==> config.mk <==
export PLATFORM = sky130hd
export DESIGN_NAME = sprite_scheduler
export DESIGN_NICKNAME = d
export VERILOG_FILES = /design/src/rtl/sprite_scheduler.sv
export SDC_FILE = /design/constraint.sdc
export NUM_CORES = 1
export LEC_CHECK = 0
export CORE_MARGIN = 10
export CORE_UTILIZATION = 55
export CTS_CLUSTER_DIAMETER = 150
export CTS_CLUSTER_SIZE = 16
export DETAILED_ROUTE_END_ITERATION = 6
export GPL_ROUTABILITY_DRIVEN = 0
export PLACE_DENSITY = 0.86
export SKIP_CTS_REPAIR_TIMING = 1
export SYNTH_ARGS = -nofsm -noshare
export SYNTH_HDL_FRONTEND = slang
export SYNTH_SLANG_ARGS = --single-unit
==> constraint.sdc <==
create_clock -name i_clk -period 6.5 [get_ports i_clk]
set_clock_uncertainty 0.05 [all_clocks]
set_input_delay 1.625 -clock i_clk [delete_from_list [all_inputs] [get_ports i_clk]]
set_output_delay 1.625 -clock i_clk [all_outputs]
set_load 0.03 [all_outputs]
==> src/rtl/sprite_scheduler.sv <==
// Holds position, direction and colour for NUM_SPR bouncing squares. Once per frame
// it steps every sprite through one shared update unit, and it picks each pixel's colour.
module sprite_scheduler #(
  parameter int NUM_SPR  = 4,
  parameter int IDX_W    = 2,
  parameter int SIZE     = 20,
  parameter int H_ACTIVE = 640,
  parameter int V_ACTIVE = 480
) (
  input  logic             i_clk,
  input  logic             i_reset,
  input  logic [9:0]       i_x,
  input  logic [9:0]       i_y,
  input  logic             i_frame_tick,
  input  logic             i_cfg_valid,
  output logic             o_cfg_ready,
  input  logic [IDX_W-1:0] i_cfg_idx,
  input  logic [9:0]       i_cfg_x,
  input  logic [9:0]       i_cfg_y,
  input  logic [11:0]      i_cfg_color,
  output logic             o_busy,
  output logic             o_overrun,
  output logic [11:0]      o_rgb
);
  localparam logic [9:0]       XMAX   = 10'(H_ACTIVE - SIZE);
  localparam logic [9:0]       YMAX   = 10'(V_ACTIVE - SIZE);
  localparam logic [10:0]      SIZE_W = 11'(SIZE);
  localparam logic [10:0]      H_W    = 11'(H_ACTIVE);
  localparam logic [10:0]      V_W    = 11'(V_ACTIVE);
  localparam logic [IDX_W:0]   N_W    = (IDX_W + 1)'(NUM_SPR);
  localparam logic [IDX_W-1:0] LAST   = IDX_W'(NUM_SPR - 1);

  typedef enum logic [1:0] {
    S_IDLE   = 2'd0,
    S_READ   = 2'd1,
    S_UPDATE = 2'd2,
    S_WRITE  = 2'd3
  } state_t;

  state_t           r_state;
  state_t           w_next;
  logic [IDX_W-1:0] r_idx;
  logic             r_busy;
  logic             r_ready;
  logic             r_overrun;
  logic [11:0]      r_rgb;

  logic [9:0]  r_sx  [NUM_SPR];
  logic [9:0]  r_sy  [NUM_SPR];
  logic        r_dx  [NUM_SPR];
  logic        r_dy  [NUM_SPR];
  logic [11:0] r_col [NUM_SPR];

  logic [9:0]  r_wx;
  logic [9:0]  r_wy;
  logic        r_wdx;
  logic        r_wdy;

  logic [NUM_SPR-1:0] w_hit;
  logic [11:0]        w_pix;
  logic               w_found;
  logic               w_vis;
  logic               w_cfg_wr;

  // One bounce step on one axis: returns {new_dir, new_pos}.
  function automatic logic [10:0] axis_step(input logic [9:0] pos, input logic dir,
                                            input logic [9:0] lim);
    logic [10:0] res;
    if (!dir && (pos == lim)) begin
      res = {1'b1, lim - 10'd1};
    end else if (dir && (pos == 10'd0)) begin
      res = {1'b0, 10'd1};
    end else if (!dir) begin
      res = {1'b0, pos + 10'd1};
    end else begin
      res = {1'b1, pos - 10'd1};
    end
    return res;
  endfunction

  function automatic logic [9:0] clamp(input logic [9:0] v, input logic [9:0] lim);
    return (v > lim) ? lim : v;
  endfunction

  function automatic logic [11:0] reset_col(input int i);
    logic [11:0] c;
    case (2'(i % 4))
      2'd0:    c = 12'hF00;
      2'd1:    c = 12'h0F0;
      2'd2:    c = 12'h00F;
      default: c = 12'hFFF;
    endcase
    return c;
  endfunction

  assign w_cfg_wr    = (r_state == S_IDLE) && i_cfg_valid && ({1'b0, i_cfg_idx} < N_W);
  assign o_cfg_ready = r_ready;
  assign o_busy      = r_busy;
  assign o_overrun   = r_overrun;
  assign o_rgb       = r_rgb;

  // FSM state register.
  always_ff @(posedge i_clk) begin
    if (i_reset) r_state <= S_IDLE;
    else         r_state <= w_next;
  end

  // FSM next state.
  always_comb begin
    w_next = r_state;
    case (r_state)
      S_IDLE:   if (i_frame_tick) w_next = S_READ; else w_next = S_IDLE;
      S_READ:   w_next = S_UPDATE;
      S_UPDATE: w_next = S_WRITE;
      S_WRITE:  if (r_idx == LAST) w_next = S_IDLE; else w_next = S_READ;
      default:  w_next = S_IDLE;
    endcase
  end

  // Sprite index, handshake/busy flags and the sticky overrun flag.
  always_ff @(posedge i_clk) begin
    if (i_reset) begin
      r_idx     <= {IDX_W{1'b0}};
      r_busy    <= 1'b0;
      r_ready   <= 1'b1;
      r_overrun <= 1'b0;
    end else begin
      r_busy  <= (w_next != S_IDLE);
      r_ready <= (w_next == S_IDLE);
      if (i_frame_tick && (r_state != S_IDLE)) r_overrun <= 1'b1;
      if (r_state == S_IDLE)       r_idx <= {IDX_W{1'b0}};
      else if (r_state == S_WRITE) r_idx <= r_idx + IDX_W'(1);
    end
  end

  // Shared update unit working registers.
  always_ff @(posedge i_clk) begin
    if (i_reset) begin
      r_wx  <= 10'd0;
      r_wy  <= 10'd0;
      r_wdx <= 1'b0;
      r_wdy <= 1'b0;
    end else if (r_state == S_READ) begin
      r_wx  <= r_sx[r_idx];
      r_wy  <= r_sy[r_idx];
      r_wdx <= r_dx[r_idx];
      r_wdy <= r_dy[r_idx];
    end else if (r_state == S_UPDATE) begin
      {r_wdx, r_wx} <= axis_step(r_wx, r_wdx, XMAX);
      {r_wdy, r_wy} <= axis_step(r_wy, r_wdy, YMAX);
    end
  end

  // Sprite state: sequencer write-back, or host configuration while idle.
  always_ff @(posedge i_clk) begin
    if (i_reset) begin
      for (int i = 0; i < NUM_SPR; i++) begin
        r_sx[i]  <= 10'(2 * SIZE * i);
        r_sy[i]  <= 10'(2 * SIZE * i);
        r_dx[i]  <= 1'b0;
        r_dy[i]  <= 1'b0;
        r_col[i] <= reset_col(i);
      end
    end else if (r_state == S_WRITE) begin
      r_sx[r_idx] <= r_wx;
      r_sy[r_idx] <= r_wy;
      r_dx[r_idx] <= r_wdx;
      r_dy[r_idx] <= r_wdy;
    end else if (w_cfg_wr) begin
      r_sx[i_cfg_idx]  <= clamp(i_cfg_x, XMAX);
      r_sy[i_cfg_idx]  <= clamp(i_cfg_y, YMAX);
      r_dx[i_cfg_idx]  <= 1'b0;
      r_dy[i_cfg_idx]  <= 1'b0;
      r_col[i_cfg_idx] <= i_cfg_color;
    end
  end

  // Pixel hit test; 11-bit sums keep sx+SIZE from wrapping, lowest index wins.
  always_comb begin
    w_hit   = {NUM_SPR{1'b0}};
    w_pix   = 12'h000;
    w_found = 1'b0;
    w_vis   = ({1'b0, i_x} < H_W) && ({1'b0, i_y} < V_W);
    for (int i = 0; i < NUM_SPR; i++) begin
      w_hit[i] = ({1'b0, r_sx[i]} <= {1'b0, i_x}) && ({1'b0, i_x} < ({1'b0, r_sx[i]} + SIZE_W)) &&
                 ({1'b0, r_sy[i]} <= {1'b0, i_y}) && ({1'b0, i_y} < ({1'b0, r_sy[i]} + SIZE_W));
      if (!w_found && w_hit[i]) begin
        w_pix   = r_col[i];
        w_found = 1'b1;
      end else begin
        w_found = w_found;
      end
    end
  end

  // Registered pixel output.
  always_ff @(posedge i_clk) begin
    if (i_reset)    r_rgb <= 12'h000;
    else if (w_vis) r_rgb <= w_pix;
    else            r_rgb <= 12'h000;
  end
endmodule

==> results.yml <==
drt:
  wl_mm: 34.9
  vias: 10400
  first_iter_violations: 1225
  wl_met1_mm: 13.6
  top_layer: "met4"
  ant_nets: 0
  wl_met2_mm: 16.2
  viasPerCell: 6.47
  first_pass_iters: 5
  routedWlPerCell_um: 21.6
  drc: 0
  met3_length_mm: 4.14
setup_path:
  crit_fanout: 14
  worstPathArrival_ns: 5.22
  start_kind: "primary input"
  worstRegToRegCells: 12
  path_class: "in -> reg"
  crit_path_end_kind: "flip-flop"
  rr_startpoint: "r_sy[2][3]"
  r2r_end: "o_rgb[9]"
  worst-r2r-setup-slack_ns: 2.51
  cp.required_ns: 6.79
sta:
  max_freq_mhz: 203
  tightest_slew_ns: 1.12
  hold_ws_ns: 0.442
  hold_viol: 0
  finalMaxSlewViolations: 0
  period_share: 0.758
  maxSlewHeadroom: 0.250
  rsz0062_at_grt: "false"
  setup_tns_ns: 0
  setup_viol_count_final: 0
  fin_crit_ns: 4.93
layout:
  area_growth_pct: 12.9
  fin_cells: 1615
  layout-drive-gt1-share: 0.0654
  fin_nets: 1565
  antenna_cells: 0
cts:
  htree_levels: 4
  path_clk_slew_ns: 0.07
  clock_sinks: 179
  root_buffer: "clkbuf_16"
  clk_path_buf_depth: 2
  cts_buffers: 17
  clk_latency_ns: 0.42
  cts_tree: "built"
global_route:
  grt_pass1_wl_mm: 55.1
  grt-ovfl-total: 0
  grt_pass1_vias: 10500
  antenna_found_initial: 0
  grt_max_degree: 38
  grt_util_all_layers: 0.236
yosys:
  synth_edf_count: 136
  seq_area_frac_synth: 0.389
  synth_area_leaders: "edfxtp_1 32%, ha_1 19%, dfxtp_1 6.8%"
  ys_warn_count: 0
  synth_area_um2: 12700
  synth.avg_cell_area_um2: 10.2
  netlist-cell-type-count: 68
  syn_inst: 1245
  yosys.area.top_type_share: 0.321
  synth_largest_area_cell: "edfxtp_1"
  synthFlopType: "edfxtp_1"
  syn_nets: 1493
  async_reset_ff_frac: 0
  synth_seq_cells: 179
die:
  rows: 55
  fp.dieW_um: 172
  die_h_um: 172
  pin_count: 73
  initial_utilization: 0.560
  die_area_um2: 29600
  core-area_um2: 22700
worst_hold_path:
  hold_path.class: "reg -> reg"
  min_to: "o_overrun"
  worstHoldStart: "o_overrun"
  holdPathStages: 2
place:
  portBuffers: 72
  hpwl_mm: 26.3
  dp_cells: 1583
run_status:
  outcome: "completed"
power_and_ir_drop:
  p_per_area_nw_per_um2: 238
  p_leak_nw: 5.96
  vdd_drop_max_mv: 0.211
  p_total_mw: 3.41
run:
  maxCapViolations: 0
-- through the flow --
stage	instance area (um^2)	utilization	setup slack [ns]
floorplan	12700	-	2.55
detailed placement	13800	0.607	1.20
global placement	13800	0.606	0.797
global route	14300	0.632	1.39
finish	14300	0.632	1.57
CTS	14300	0.632	1.62
-- layout make-up --
class                   instances  area, um^2
fillers                      1692        8360
inverters                     101         379
well taps                     285         357
flip-flops and latches        179        4940
clock inverters                15         148
repair buffers                 86         826
multi-input cells             932        7270
clock buffers                  17         425
-- where the power goes --
group	internal (mW)	switching (mW)	leakage, nW
Combinational	0.396	0.557	4.03
Sequential	1.34	0.126	1.64
Clock	0.541	0.457	0.283
-- placed cells by master, fill, tap and decap left out, drive strengths merged, types with 13 or more instances in the layout --
cell type,synthesis,layout
a211oi,16,16
a21o,23,23
a21oi,64,64
a221oi,17,17
a22oi,13,13
and2,28,28
buf,5,14
clkbuf,28,17
clkdlybuf4s50,0,72
dfxtp,43,43
edfxtp,136,136
ha,188,188
inv,101,108
mux4,22,22
nand2,50,50
nand2b,39,39
nand3,17,17
nand4,13,13
nor2,135,135
nor2b,18,18
nor3,26,26
o2111ai,14,14
o21ai,57,57
o22ai,24,24
xnor2,18,18
xor2,47,47
-- worst max path at each step --
| stage | start | endpoint | slack [ns] | depth (start not counted) |
|---|---|---|---|---|
| 3_5_place_dp | i_x[7] | o_rgb[10] | 1.20 | 10 |
| 3_3_place_gp | i_y[3] | o_rgb[11] | 0.80 | 11 |
| 2_1_floorplan | i_y[1] | o_rgb[10] | 2.55 | 11 |
| 6_report | i_y[9] | o_rgb[9] | 1.57 | 12 |
| 4_1_cts | i_x[7] | o_rgb[9] | 1.62 | 10 |
| 5_1_grt | i_y[3] | o_rgb[9] | 1.39 | 11 |
-- kinds of logic after synthesis --
group,after synthesis,share of synthesized area
AND/OR/NAND/NOR,353,0.136
AO/OA/AOI/OAI,300,0.161
adder cells (fa/ha/maj),190,0.188
flip-flops,179,0.389
buffers and inverters,134,0.0403
XOR/XNOR,65,0.0448
multiplexers,24,0.0406
-- cells in the mapped netlist (4+ instances only) --
library cell / number
a211o_1: 7
xor2_1: 47
or2_2: 4
nand2_1: 50
o21bai_1: 8
dfxtp_1: 43
ha_1: 188
nor3_1: 25
o2111ai_1: 12
and2_1: 28
nand2b_1: 39
o221ai_1: 5
clkbuf_1: 28
a22oi_1: 13
a211oi_1: 15
nand3_1: 17
o21a_1: 8
a21o_1: 23
xnor2_1: 18
inv_1: 101
nor2b_1: 17
and3_1: 5
o22ai_1: 24
edfxtp_1: 136
a31oi_1: 5
mux4_2: 22
a221oi_1: 17
nand4_1: 13
a2111oi_0: 4
nor2_1: 135
o211ai_1: 5
o21ai_0: 52
a21oi_1: 64
o21ai_1: 5
-- state kept, by name, summed over array words and instances (netlist names), 2 cells and up, named ones only --
register	count
r_col	48
r_sx	40
r_sy	40
o_rgb	12
r_wx	10
r_wy	10
r_dx	4
r_dy	4
r_idx	2
r_state	2
-- metal layers --
metal,GRT usage,up-vias
met2,0.386,624
li1,-,4772
met3,0.0565,86
met4,0.0825,0
met5,0,-
met1,0.301,4964
-- critical path: stages --
cell             delay, ns
clkdlybuf4s50_1       0.67
inv_1                 0.18
ha_1                  0.34
nand4_1               0.15
nor3_1                0.25
o21ai_1               0.10
a31oi_1               0.27
nor4_2                0.07
buf_4                 0.22
or4b_1                0.59
or4_4                 0.56
o22ai_1               0.21
No activity file was read; power rests on OpenSTA's default activity.
